[src/rtl/mips_pkg.sv]
// mips_pkg: shared jump encodings, fetch state encoding and reset PC for the MIPS core
package mips_pkg;
   localparam logic [1:0] JMP_SEQ = 2'd0;
   localparam logic [1:0] JMP_J   = 2'd1;
   localparam logic [1:0] JMP_JR  = 2'd2;
   localparam logic [1:0] BOOT  = 2'd0;
   localparam logic [1:0] FETCH = 2'd1;
   localparam logic [1:0] HOLD  = 2'd2;
   localparam logic [31:0] RESET_PC_DEFAULT = 32'h0000_0000;
endpackage

[src/rtl/next_pc_logic.sv]
// next_pc_logic: combinational next-PC selection for jump, jr, beq/bne and sequential flow
module next_pc_logic
   import mips_pkg::*;
(
   input  logic [31:0] pc,
   input  logic [1:0]  Jump,
   input  logic        Beq,
   input  logic        Bne,
   input  logic        zero,
   input  logic [15:0] imm,
   input  logic [25:0] jaddr,
   input  logic [31:0] rs_data,
   output logic [31:0] next_pc,
   output logic [31:0] pc_plus4,
   output logic        misalign
);
   logic [31:0] br_off;
   logic        taken;
   assign pc_plus4 = pc + 32'd4;
   assign br_off   = {{14{imm[15]}}, imm, 2'b00};
   // beq and bne together is illegal and falls back to sequential flow
   assign taken    = ~(Beq & Bne) & ((Beq & zero) | (Bne & ~zero));
   assign misalign = (Jump == JMP_JR) && (rs_data[1:0] != 2'b00);
   always_comb begin
      next_pc = Jump == JMP_J  ? {pc_plus4[31:28], jaddr, 2'b00} :
                Jump == JMP_JR ? {rs_data[31:2], 2'b00} :
                taken          ? pc_plus4 + br_off : pc_plus4;
   end
endmodule

[src/rtl/fetch_pc_unit.sv]
// fetch_pc_unit: instruction fetch FSM, program counter, retired counter and jr misalignment flag
module fetch_pc_unit
   import mips_pkg::*;
#(
   parameter logic [31:0] RESET_PC = RESET_PC_DEFAULT,
   parameter int          CNT_W    = 32
) (
   input  logic             clk,
   input  logic             rst,
   input  logic [1:0]       Jump,
   input  logic             Beq,
   input  logic             Bne,
   input  logic             zero,
   input  logic [15:0]      imm,
   input  logic [25:0]      jaddr,
   input  logic [31:0]      rs_data,
   output logic             imem_req,
   output logic [31:0]      imem_addr,
   input  logic             imem_ack,
   input  logic [31:0]      imem_rdata,
   output logic [31:0]      instr,
   output logic             instr_valid,
   input  logic             instr_ready,
   output logic [31:0]      pc,
   output logic [31:0]      pc_plus4,
   output logic [CNT_W-1:0] retired_cnt,
   output logic             jr_misalign
);
   logic [1:0]  state, next_state;
   logic [31:0] next_pc;
   logic        misalign, retire, accept;
   next_pc_logic u_next_pc (
      .pc       (pc),
      .Jump     (Jump),
      .Beq      (Beq),
      .Bne      (Bne),
      .zero     (zero),
      .imm      (imm),
      .jaddr    (jaddr),
      .rs_data  (rs_data),
      .next_pc  (next_pc),
      .pc_plus4 (pc_plus4),
      .misalign (misalign)
   );
   assign imem_addr = pc;
   assign accept    = (state == FETCH) && imem_ack;
   assign retire    = (state == HOLD) && instr_ready;
   // an unused encoding recovers through BOOT
   always_comb begin
      next_state = state == BOOT  ? FETCH :
                   state == FETCH ? (imem_ack ? HOLD : FETCH) :
                   state == HOLD  ? (instr_ready ? FETCH : HOLD) : BOOT;
   end
   always_ff @(posedge clk or posedge rst) begin
      if (rst) begin
         state       <= BOOT;
         pc          <= RESET_PC;
         instr       <= 32'd0;
         instr_valid <= 1'b0;
         imem_req    <= 1'b0;
         retired_cnt <= '0;
         jr_misalign <= 1'b0;
      end else begin
         state       <= next_state;
         imem_req    <= next_state == FETCH;
         instr_valid <= next_state == HOLD;
         if (accept) instr <= imem_rdata;
         if (retire) begin
            pc          <= next_pc;
            retired_cnt <= retired_cnt + CNT_W'(1);
            if (misalign) jr_misalign <= 1'b1;
         end
      end
   end
endmodule

[config.mk]
export PLATFORM = sky130hd
export DESIGN_NAME = fetch_pc_unit
export DESIGN_NICKNAME = d
export VERILOG_FILES = /design/src/rtl/mips_pkg.sv /design/src/rtl/next_pc_logic.sv /design/src/rtl/fetch_pc_unit.sv
export SDC_FILE = /design/constraint.sdc
export NUM_CORES = 1
export LEC_CHECK = 0
export CAP_MARGIN = 25
export CORE_ASPECT_RATIO = 1.25
export CORE_MARGIN = 2
export CORE_UTILIZATION = 45
export DETAILED_ROUTE_END_ITERATION = 10
export PLACE_DENSITY = 0.8
export SYNTH_ARGS = -nofsm -noshare
export SYNTH_HDL_FRONTEND = slang
export SYNTH_HIERARCHICAL = 1
export SYNTH_SLANG_ARGS = --single-unit
[constraint.sdc]
create_clock -name clk -period 8.9 [get_ports clk]
set_input_delay 2.67 -clock clk [delete_from_list [all_inputs] [get_ports clk]]
set_output_delay 2.67 -clock clk [all_outputs]
set_load 0.01 [all_outputs]
==> results.sh <==
export IMPL_synthArstFlopShare=1.000
export IMPL_io_pins=278
export IMPL_synth_top_family_by_area="simple AND/OR/NAND/NOR gates"
export IMPL_finalHoldViolations=0
export IMPL_rows=53
export IMPL_grt_util_met1=0.3337
export IMPL_layout_min_cycle_time_ns=5.920
export IMPL_synthTopCellsByCount="nand2_1, dfrtp_1, nor2_1"
export IMPL_p_sw_frac=0.4206
export IMPL_gp_congestion=0.9283
export IMPL_path_delay_family="compound AO/OA/AOI/OAI gates"
export IMPL_place_hpwl_mm=18.30
export IMPL_ir_drop_v=0.0002038
export IMPL_start_util=0.4594
export IMPL_routed_wl_mm=23.99
export IMPL_switching_power_w=0.001313
export IMPL_drt_iter0_markers=431
export IMPL_dr_pass1_iters=6
export IMPL_power_frac_comb=0.620
export IMPL_cts_buffers=9
export IMPL_grt_util_all_layers=0.2575
export IMPL_path_cells="clkdlybuf4s50_1 > ha_1 > a21oi_1 > o211ai_1 > a31o_2 > a211o_1 > a211oi_2 > or3_1 > a21oi_1 > maj3_1 > o211a_1 > nand2_1 > nand2_1"
export IMPL_synth_avg_cell_area_sq_um=8.599
export IMPL_critical_path_arrival_ns=6.15
export IMPL_setup_violations=0
export IMPL_die_w_um=121.3
export IMPL_p_seq_frac=0.257
export IMPL_wl_per_cell_um=17.79
export IMPL_fin_crit_sh=0.6652
export IMPL_dpl_cell_count=1332
export IMPL_fin_cells=1349
export IMPL_grt_antenna_before_repair=0
export IMPL_synthXorXnorAreaFrac=0.09394
export IMPL_synth_seq_cells=101
export IMPL_num_vias=7407
export IMPL_die_area_sq_mm=0.01827
export IMPL_met3_usage=0.05909
export IMPL_grt_pass1_vias=7066
export IMPL_fmax_ghz=0.1689
export IMPL_placed_cell_area_sq_mm=0.01040
export IMPL_synth_area_leaders="dfrtp_1, nand2_1, xnor2_1"
export IMPL_synthCells=900
export IMPL_synth_compound_area_frac=0.1636
export IMPL_die_h_um=150.6
export IMPL_grt_pass1_wl_mm=37.43
export IMPL_p_leak_nw=4.590
export IMPL_io_buffers=277
export IMPL_synth_fa_ha_area_frac=0.06370
export IMPL_cp_data_required_time_ns=9.13
export IMPL_cp_num_buf_inv=1
export IMPL_slowest_stage="clkdlybuf4s50_1"
export IMPL_maxSlewViolCount=0
export IMPL_hold_buffers=0
export IMPL_tritoncts="built"
export IMPL_cts_sinks=101
export IMPL_clock_power_share=0.123
export IMPL_cts_root_buffer="clkbuf_16"
export IMPL_fillCellCount=1456
export IMPL_post_cts_buffers=0
export IMPL_drv_cap=0
export IMPL_path_max_fanout=21
export IMPL_met2_usage=0.4357
export IMPL_synth_distinct_cells=71
export IMPL_grt_max_degree=58
export IMPL_p_per_area_mw_per_mm2=291.2
export IMPL_fin_tns_setup_ns=0
export IMPL_cts_resized=0
export IMPL_max_stage_delay_ns=0.86
export IMPL_netlist_area_sq_mm=0.007739
export IMPL_antenna_cells=0
export IMPL_syn_num_nets=1053
export IMPL_yosys_area_top_type="dfrtp_1"
export IMPL_hp_class="flop to flop"
export IMPL_startpoint_type="input port"
export IMPL_fin_util=0.6363
export IMPL_busiest_layer="met2"
export IMPL_core_sq_mm=0.01684
export IMPL_post_route_cell_area_sq_mm=0.01072
export IMPL_ys_warnings_count=6
export IMPL_synth_edf_count=0
export IMPL_end_kind="flop"
export IMPL_fin_hold_ws_ns=0.4630
export IMPL_ff2ff_setup_slack_ns=4.35
export IMPL_rsz0062_at_grt="false"
export IMPL_route_detailed_drc=0
export IMPL_slew_limit_headroom=0.2926
export IMPL_htreeDepth=3
export IMPL_yosysTopAreaCellShare=0.3266
export IMPL_cts_max_path_buffers=2
export IMPL_clk_pin_slew_ns=0.07
export IMPL_drive_gt1_frac=0.08060
export IMPL_synth_most_common_cell="nand2_1"
export IMPL_grt_overflow=0
export IMPL_tightestPinTransition_ns=1.052
export IMPL_area_delta_synth_final_pct=38.50
export IMPL_via_per_inst=5.491
export IMPL_ant_nets=0
export IMPL_seq_area_frac_synth=0.3266
export IMPL_synth_simple_area_share=0.2142
export IMPL_fin_skew_ns=0.01337
export IMPL_status="finished clean"
export IMPL_path_class="input port to flop"
export IMPL_muxShareOfSynthArea=0.07114
export IMPL_fin_nets=1277
export IMPL_power_internal_w=0.001808
export IMPL_synthFlopType="dfrtp_1"
export IMPL_clock_latency_ns=0.34
[placed cells by master (no fill, tap or decap), drive strengths merged, types with 6 or more instances in the layout]
cell | netlist | routed
mux2 | 32 | 32
clkbuf | 25 | 9
a21oi | 42 | 42
mux2i | 19 | 19
a211oi | 20 | 20
or2 | 6 | 6
o211ai | 8 | 8
ha | 37 | 37
nor2 | 63 | 63
nand2 | 162 | 162
inv | 18 | 22
nand4 | 27 | 27
a21o | 14 | 14
o21a | 6 | 6
nor2b | 8 | 8
clkdlybuf4s50 | 0 | 276
buf | 47 | 9
and2 | 11 | 11
nor3 | 11 | 11
dfrtp | 101 | 101
nand3 | 25 | 25
o21ai | 53 | 53
and3 | 14 | 14
a31oi | 8 | 8
and4 | 7 | 7
xnor2 | 58 | 58
xor2 | 25 | 25
[sequential cells by signal, summed over array words and instances, names as in the netlist]
| signal | count |
|---|---|
| imem_addr | 32 |
| imem_req | 1 |
| instr | 32 |
| instr_valid | 1 |
| jr_misalign | 1 |
| retired_cnt | 32 |
| state | 2 |
[worst reg2reg max path, cell delays in order, from the launching register on]
cell,delay [ns]
dfrtp_1,0.49
and4_1,0.37
nand4_1,0.22
nor3_1,0.50
nand4_1,0.18
xnor2_1,0.38
ha_1,0.39
nor3_1,0.23
nor2_1,0.07
a31o_2,0.26
a211o_1,0.31
a211oi_2,0.17
or3_1,0.13
a21oi_1,0.08
maj3_1,0.37
o211a_1,0.21
nand2_1,0.05
nand2_1,0.05
[power groups by stage]
stage / Clock, W / Sequential [W] / Combinational [W]
final: 0.000384 / 0.000802 / 0.00194
after global routing: 0.000412 / 0.000832 / 0.00210
after CTS: 0.000395 / 0.000805 / 0.00193
after detailed placement: 0 / 0.000814 / 0.00192
after global placement: 0 / 0.000802 / 0.00190
after floorplan: 0 / 0.000831 / 0.00111
[layout make-up]
| class | instances | area [sq um] | area share |
|---|---|---|---|
| multi-input cells | 708 | 4701 | 0.4386 |
| repair buffers | 285 | 2848 | 0.2657 |
| flip-flops and latches | 101 | 2527 | 0.2358 |
| well taps | 220 | 275.3 | 0.02568 |
| clock buffers | 9 | 225.2 | 0.02101 |
| inverters | 19 | 73.82 | 0.006888 |
| clock inverters | 7 | 67.56 | 0.006304 |
[kinds of logic after synthesis]
kind of cell             count (synthesis)
flip-flops                             101
adder cells (fa/ha/maj)                 39
AND/OR/NAND/NOR                        347
AO/OA/AOI/OAI                          188
multiplexers                            51
XOR/XNOR                                83
buffers and inverters                   91
[worst paths after layout]
path | from | to | depth (start not counted)
hold reg to reg | jr_misalign$_DFFE_PP0P_ | jr_misalign$_DFFE_PP0P_ | 1
max in group asynchronous | rst | retired_cnt[16]$_DFFE_PP0P_ | 3
setup reg to reg | imem_addr[4]$_DFFE_PP0P_ | imem_addr[31]$_DFFE_PP0P_ | 17
hold / removal | jr_misalign$_DFFE_PP0P_ | jr_misalign$_DFFE_PP0P_ | 1
min in group asynchronous | rst | instr[4]$_DFFE_PP0P_ | 2
setup / recovery | imm[15] | imem_addr[31]$_DFFE_PP0P_ | 13
[layer usage]
| metal | share of wire | up-vias | wire length, um |
|---|---|---|---|
| met3 | 0.083 | 24 | 1991 |
| met5 | 0 | - | 0 |
| met2 | 0.49 | 296 | 11790 |
| met4 | 0.016 | 0 | 379 |
| met1 | 0.41 | 3508 | 9829 |
| li1 | - | 3579 | - |
[per-stage QoR]
step	power [W]	setup slack (ns)
after global routing	0.003340	2.802
after detailed placement	0.002730	2.630
final	0.003121	2.980
after floorplan	0.001941	3.583
after global placement	0.002701	2.654
after CTS	0.003127	2.979
(Power assumes the default switching activity.)
